[config.mk]
export PLATFORM = sky130hd
export DESIGN_NAME = random_target_gen
export DESIGN_NICKNAME = d
export VERILOG_FILES = /design/src/rtl/game_pkg.sv /design/src/rtl/btn_sync_edge.sv /design/src/rtl/random_target_gen.sv
export SDC_FILE = /design/constraint.sdc
export NUM_CORES = 1
export LEC_CHECK = 0
export ABC_AREA = 1
export BUFFER_PORTS_ARGS = -buffer_cell sky130_fd_sc_hd__buf_2
export CAP_MARGIN = 15
export CORE_ASPECT_RATIO = 0.7
export CORE_UTILIZATION = 40
export CTS_CLUSTER_DIAMETER = 200
export DETAILED_ROUTE_END_ITERATION = 7
export SYNTH_ARGS = -nofsm -noshare
export SYNTH_HDL_FRONTEND = slang
export SYNTH_SLANG_ARGS = --single-unit
[constraint.sdc]
create_clock -name Clock -period 2.4 [get_ports Clock]
set_clock_uncertainty 0.2 [all_clocks]
set_input_delay 0.48 -clock Clock [delete_from_list [all_inputs] [get_ports Clock]]
set_output_delay 0.48 -clock Clock [all_outputs]
set_load 0.03 [all_outputs]
[src/rtl/game_pkg.sv]
// game_pkg: types and constants shared by the guess-the-number datapath.
//   state_t         - draw FSM states of random_target_gen
//   bcd_t           - one BCD digit
//   MAX_MAG_DEFAULT - largest magnitude a draw may produce
//   LFSR_TAPS       - tap mask for x^16+x^14+x^13+x^11+1 (bits 15,13,12,10)
//   lfsr_step()     - one LFSR advance, with recovery from the all-zero lock-up state
package game_pkg;

    typedef enum logic [1:0] {
        StIdle,
        StSample,
        StConvert,
        StHold
    } state_t;

    typedef logic [3:0] bcd_t;

    localparam int unsigned MAX_MAG_DEFAULT = 99;
    localparam logic [15:0] LFSR_TAPS       = 16'hB400;

    // Fibonacci step: shift left, feedback enters at bit 0.
    function automatic logic [15:0] lfsr_step(input logic [15:0] cur, input logic [15:0] seed);
        if (cur == 16'h0000) begin
            return seed;
        end
        return {cur[14:0], ^(cur & LFSR_TAPS)};
    endfunction

endpackage

[src/rtl/btn_sync_edge.sv]
// btn_sync_edge: 2-flop synchroniser for an active-low push-button plus a
// falling-edge detector. Shared by the Start and Guess button paths.
//   clk   - system clock
//   rst_n - asynchronous active-low reset (all flops reset to 1 = released)
//   btn   - raw button, active-low, asynchronous to clk
//   fall  - one-cycle pulse when the synchronised button goes low
module btn_sync_edge (
    input  logic clk,
    input  logic rst_n,
    input  logic btn,
    output logic fall
);

    logic sync1_q;
    logic sync2_q;
    logic dly_q;

    always_ff @(posedge clk or negedge rst_n) begin
        if (!rst_n) begin
            sync1_q <= 1'b1;
            sync2_q <= 1'b1;
            dly_q   <= 1'b1;
        end else begin
            sync1_q <= btn;
            sync2_q <= sync1_q;
            dly_q   <= sync2_q;
        end
    end

    // A held button gives one pulse: dly_q follows sync2_q low one cycle later.
    assign fall = dly_q & ~sync2_q;

endmodule

[src/rtl/random_target_gen.sv]
// random_target_gen: draws a pseudo-random target in -99..+99 on a Start press
// and presents it in sign/BCD form for the guess comparator.
//   Clock        - system clock, rising edge
//   Reset        - asynchronous active-low reset
//   Start_button - raw active-low push-button
//   rdm1 / rdm0  - BCD tens / ones digit of the held target
//   neg          - target is negative (never set for zero)
//   ready        - a valid target is held
//   busy         - a draw is in progress
module random_target_gen
    import game_pkg::*;
#(
    parameter logic [15:0] SEED    = 16'hACE1,
    parameter int unsigned MAX_MAG = MAX_MAG_DEFAULT
) (
    input  logic       Clock,
    input  logic       Reset,
    input  logic       Start_button,
    output logic [3:0] rdm0,
    output logic [3:0] rdm1,
    output logic       neg,
    output logic       ready,
    output logic       busy
);

    localparam logic [6:0] MaxMag = 7'(MAX_MAG);

    logic        start_evt;
    logic [15:0] lfsr_q;
    state_t      state_q, state_d;
    logic [6:0]  work_q, work_d;
    bcd_t        tens_q, tens_d;
    logic        sign_q, sign_d;
    bcd_t        rdm0_q, rdm1_q;
    logic        neg_q;
    logic        load_out;
    logic [6:0]  mag;
    logic        sgn;

    btn_sync_edge u_start_sync (
        .clk   (Clock),
        .rst_n (Reset),
        .btn   (Start_button),
        .fall  (start_evt)
    );

    // Free-running in every state so the target depends on press timing.
    always_ff @(posedge Clock or negedge Reset) begin
        if (!Reset) begin
            lfsr_q <= SEED;
        end else begin
            lfsr_q <= lfsr_step(lfsr_q, SEED);
        end
    end

    assign mag = lfsr_q[6:0];
    assign sgn = lfsr_q[7];

    always_comb begin
        state_d  = state_q;
        work_d   = work_q;
        tens_d   = tens_q;
        sign_d   = sign_q;
        load_out = 1'b0;
        unique case (state_q)
            StIdle: begin
                if (start_evt) state_d = StSample;
            end
            StSample: begin
                // Rejection sampling: out-of-range samples retry on the next LFSR value.
                if (mag <= MaxMag) begin
                    work_d  = mag;
                    tens_d  = 4'd0;
                    sign_d  = (mag != 7'd0) & sgn;
                    state_d = StConvert;
                end
            end
            StConvert: begin
                if (work_q >= 7'd10) begin
                    work_d = work_q - 7'd10;
                    tens_d = tens_q + 4'd1;
                end else begin
                    load_out = 1'b1;
                    state_d  = StHold;
                end
            end
            StHold: begin
                if (start_evt) state_d = StSample;
            end
            default: state_d = StIdle;
        endcase
    end

    always_ff @(posedge Clock or negedge Reset) begin
        if (!Reset) begin
            state_q <= StIdle;
            work_q  <= 7'd0;
            tens_q  <= 4'd0;
            sign_q  <= 1'b0;
        end else begin
            state_q <= state_d;
            work_q  <= work_d;
            tens_q  <= tens_d;
            sign_q  <= sign_d;
        end
    end

    // Output digits update only on HOLD entry so the comparator never sees a partial value.
    always_ff @(posedge Clock or negedge Reset) begin
        if (!Reset) begin
            rdm0_q <= 4'd0;
            rdm1_q <= 4'd0;
            neg_q  <= 1'b0;
        end else if (load_out) begin
            rdm1_q <= tens_q;
            rdm0_q <= work_q[3:0];
            neg_q  <= sign_q;
        end
    end

    assign rdm0  = rdm0_q;
    assign rdm1  = rdm1_q;
    assign neg   = neg_q;
    assign ready = (state_q == StHold);
    assign busy  = (state_q == StSample) || (state_q == StConvert);

endmodule

==> key figures <==
Status
  – Status: finished, final reports clean

Floorplan
  – Initial Util: 43.47%
  – Num ports: 14
  – Die width: 85.63 µm
  – Rows: 20
  – Die H: 60.54 µm
  – Die area: 5184 µm²
  – Core box area: 4504 µm²

Clock tree
  – Clock transition at path regs: 0.08 ns
  – Worst-Skew Late Latency: 0.29 ns
  – Num CTS Buffers: 5
  – Clock buffer depth: 2
  – H-Tree Depth: 2
  – Post-CTS setup buffers: 0
  – CTS tree: yes
  – Post-CTS resize count: 0
  – Clock Sinks: 42
  – Root buf cell: clkbuf_8
  – Post-CTS Hold Buffers: 0

Synthesis
  – Synth cell types: 26
  – Synthesized area per cell: 8.982 µm²
  – Syn_nets: 228
  – Synth Register Bits: 42
  – Yosys warning total: 0
  – Mapped Cells: 218
  – Register area share after synthesis: 54.38%
  – Synthesized area: 1958 µm²
  – Post-synth top area share: 39.62%
  – Synth area leader: dfrtp_1
  – Area contributors post-synth: dfrtp_1 40%, dfstp_2 15%, nand2_1 13%

Finish
  – Antenna cells: 0
  – Finished Layout Cells: 286
  – Filler cell count: 432
  – Syn-to-layout area delta: 9.457%
  – Fraction of layout cells with a size suffix above 1: 23.38%
  – Final Cell Area: 2143 µm²
  – Core Util, Final: 47.58%
  – Final Net Count: 240

Pwr
  – Leak Pwr: 1.130 nW
  – Tot Pwr: 2.472 mW
  – Power per cell area: 1153 nW/µm²
  – Peak supply drop: 0.0007499 V

STA
  – Tightest Pin Transition: 0.5305 ns
  – Fin. Hold Viols: 0
  – Slew HR: 64.63%
  – Fin Setup TNS: 0 ns
  – Final period utilization: 85.71%
  – Slew Limit Fails: 0
  – Final Critical Period: 2.057 ns
  – Max Clk Rate: 486.2 MHz
  – Endpoints failing setup: 0
  – RSZ-0062 raised after global routing: false

Detailed routing
  – Routed vias: 1318
  – 1st-iter DRT viols: 64
  – First drt pass iteration count: 4
  – Residual DRC: 0
  – Routed Antenna Nets: 0
  – Vias per inst: 4.608
  – WL final: 3.371 mm
  – Average wire per standard cell: 11.79 µm

Setup path
  – Critical-path cell list: inv_1 -> ha_1 -> inv_1 -> buf_2
  – Crit path required time: 1.72 ns
  – Critical path type: reg -> out
  – Buffers and inverters on the worst path: 3
  – Crit path max-delay cell type: dfrtp_1
  – Delay-heaviest family, CP: flip-flops
  – Worst R2R Path Depth: 8
  – Crit-path max FO: 5
  – WP depth: 4
  – Kind of end point of the critical path: output port
  – Arrival @ worst endpoint: 1.38 ns
  – CP most frequent cell: inv_1
  – CP peak stage delay: 0.44 ns
  – Startpoint types: flip-flop

GRT
  – GRT Total Usage: 15.02%
  – Initial antenna violation count: 0
  – Largest net degree at the start of global routing: 43
  – Grt total ovfl: 0
  – Vias in the first global route: 1223
  – First-pass GRT wire length: 5.954 mm

Min path
  – Worst Hold Class: in -> async

Placed design
  – IO Port Bufs: 13
  – Placer congestion estimate: 0.7683
  – Cells after DPL: 278
  – Placed Area: 2057 µm²
  – Post-DP HPWL: 2.353 mm

Run
  – Max-cap violation count: 0
## synthesized netlist by cell type
library cell and number:
nor2_1 14, dfrtp_1 31, inv_1 24, nand3_1 12, o21ai_0 9, nand2_2 5
clkbuf_1 8, xor2_1 1, o21ai_2 7, and2_1 1, nand4_1 3, or2_2 2
a21oi_1 1, buf_2 1, a31o_2 1, dfstp_2 11, nor2_2 2, nand2_1 67
ha_1 7, buf_8 1, nand3_4 2, o211ai_1 1, xnor2_1 2, inv_2 1
nand4_2 1, o21ai_1 3
## final cells by class
class                           instances  area (µm²)  area share [%]
Tap cell                               55       68.82           3.211
Clock buffer                            6       72.57           3.386
Clock inverter                          2       13.76          0.6421
Timing Repair Buffer                   15       80.08           3.736
Inverter                               25       93.84           4.378
Sequential cell                        42        1065           49.68
Multi-Input combinational cell        141       749.5           34.97
## placed cells by master (no fill, tap or decap), drive strengths merged
cell type,Yosys,layout
xnor2,2,2
nor2,16,16
a31o,1,1
o211ai,1,1
ha,7,7
dfrtp,31,31
o21ai,19,19
nand3,14,14
or2,2,2
buf,2,15
and2,1,1
inv,25,25
clkbuf,8,6
nand2,72,72
nand4,4,4
xor2,1,1
a21oi,1,1
dfstp,11,11
clkinv,0,2
## report_power, final
part | total [mW] | internal [mW] | switching (mW) | leakage (nW)
combinational | 1.06 | 0.340 | 0.717 | 0.583
clock | 0.448 | 0.205 | 0.242 | 0.0452
sequential | 0.967 | 0.852 | 0.115 | 0.502
## sequential cells by signal (all words and copies together) (netlist names)
| name | flops |
|---|---|
| tens_q | 4 |
| state_q | 2 |
| u_start_sync.dly_q | 1 |
| sign_q | 1 |
| work_q | 7 |
| rdm1 | 4 |
| neg | 1 |
| rdm0 | 4 |
| lfsr_q | 16 |
| u_start_sync.sync2_q | 1 |
| u_start_sync.sync1_q | 1 |
## layer usage
layer,wire [µm],global-route usage [%],up-vias
li1,-,-,712
met2,1266,20.11,14
met5,0,0,-
met1,1998,23.67,592
met4,0,3.571,0
met3,106,4.082,0
## through the flow
stage | setup slack [ns] | hold WS [ns]
CTS | 0.3415 | 0.06596
global route | 0.2590 | 0.06271
global placement | 0.5777 | 0.1453
floorplan | 0.7800 | -0.01559
detailed placement | 0.5277 | 0.1469
finish | 0.3430 | 0.04332
## worst paths after layout
check	from	to	slack (ns)
hold reg to reg	u_start_sync.sync1_q	u_start_sync.sync2_q	0.16
setup / recovery	state_q[0]	busy	0.34
setup reg to reg	work_q[1]	work_q[2]	0.49
hold / removal	Reset	work_q[4]	0.04
min in group Clock	Start_button	u_start_sync.sync1_q	0.08
max in group asynchronous	Reset	lfsr_q[15]	1.57
## cell families after synthesis
kind of cell,count (synthesis),synth area share [%]
AO/OA/AOI/OAI,22,7.284
flip-flops,42,54.38
adder cells (fa/ha/maj),7,4.473
AND/OR/NAND/NOR,109,25.18
XOR/XNOR,3,1.342
buffers and inverters,35,7.348
Power figures use the tool's default switching activity.
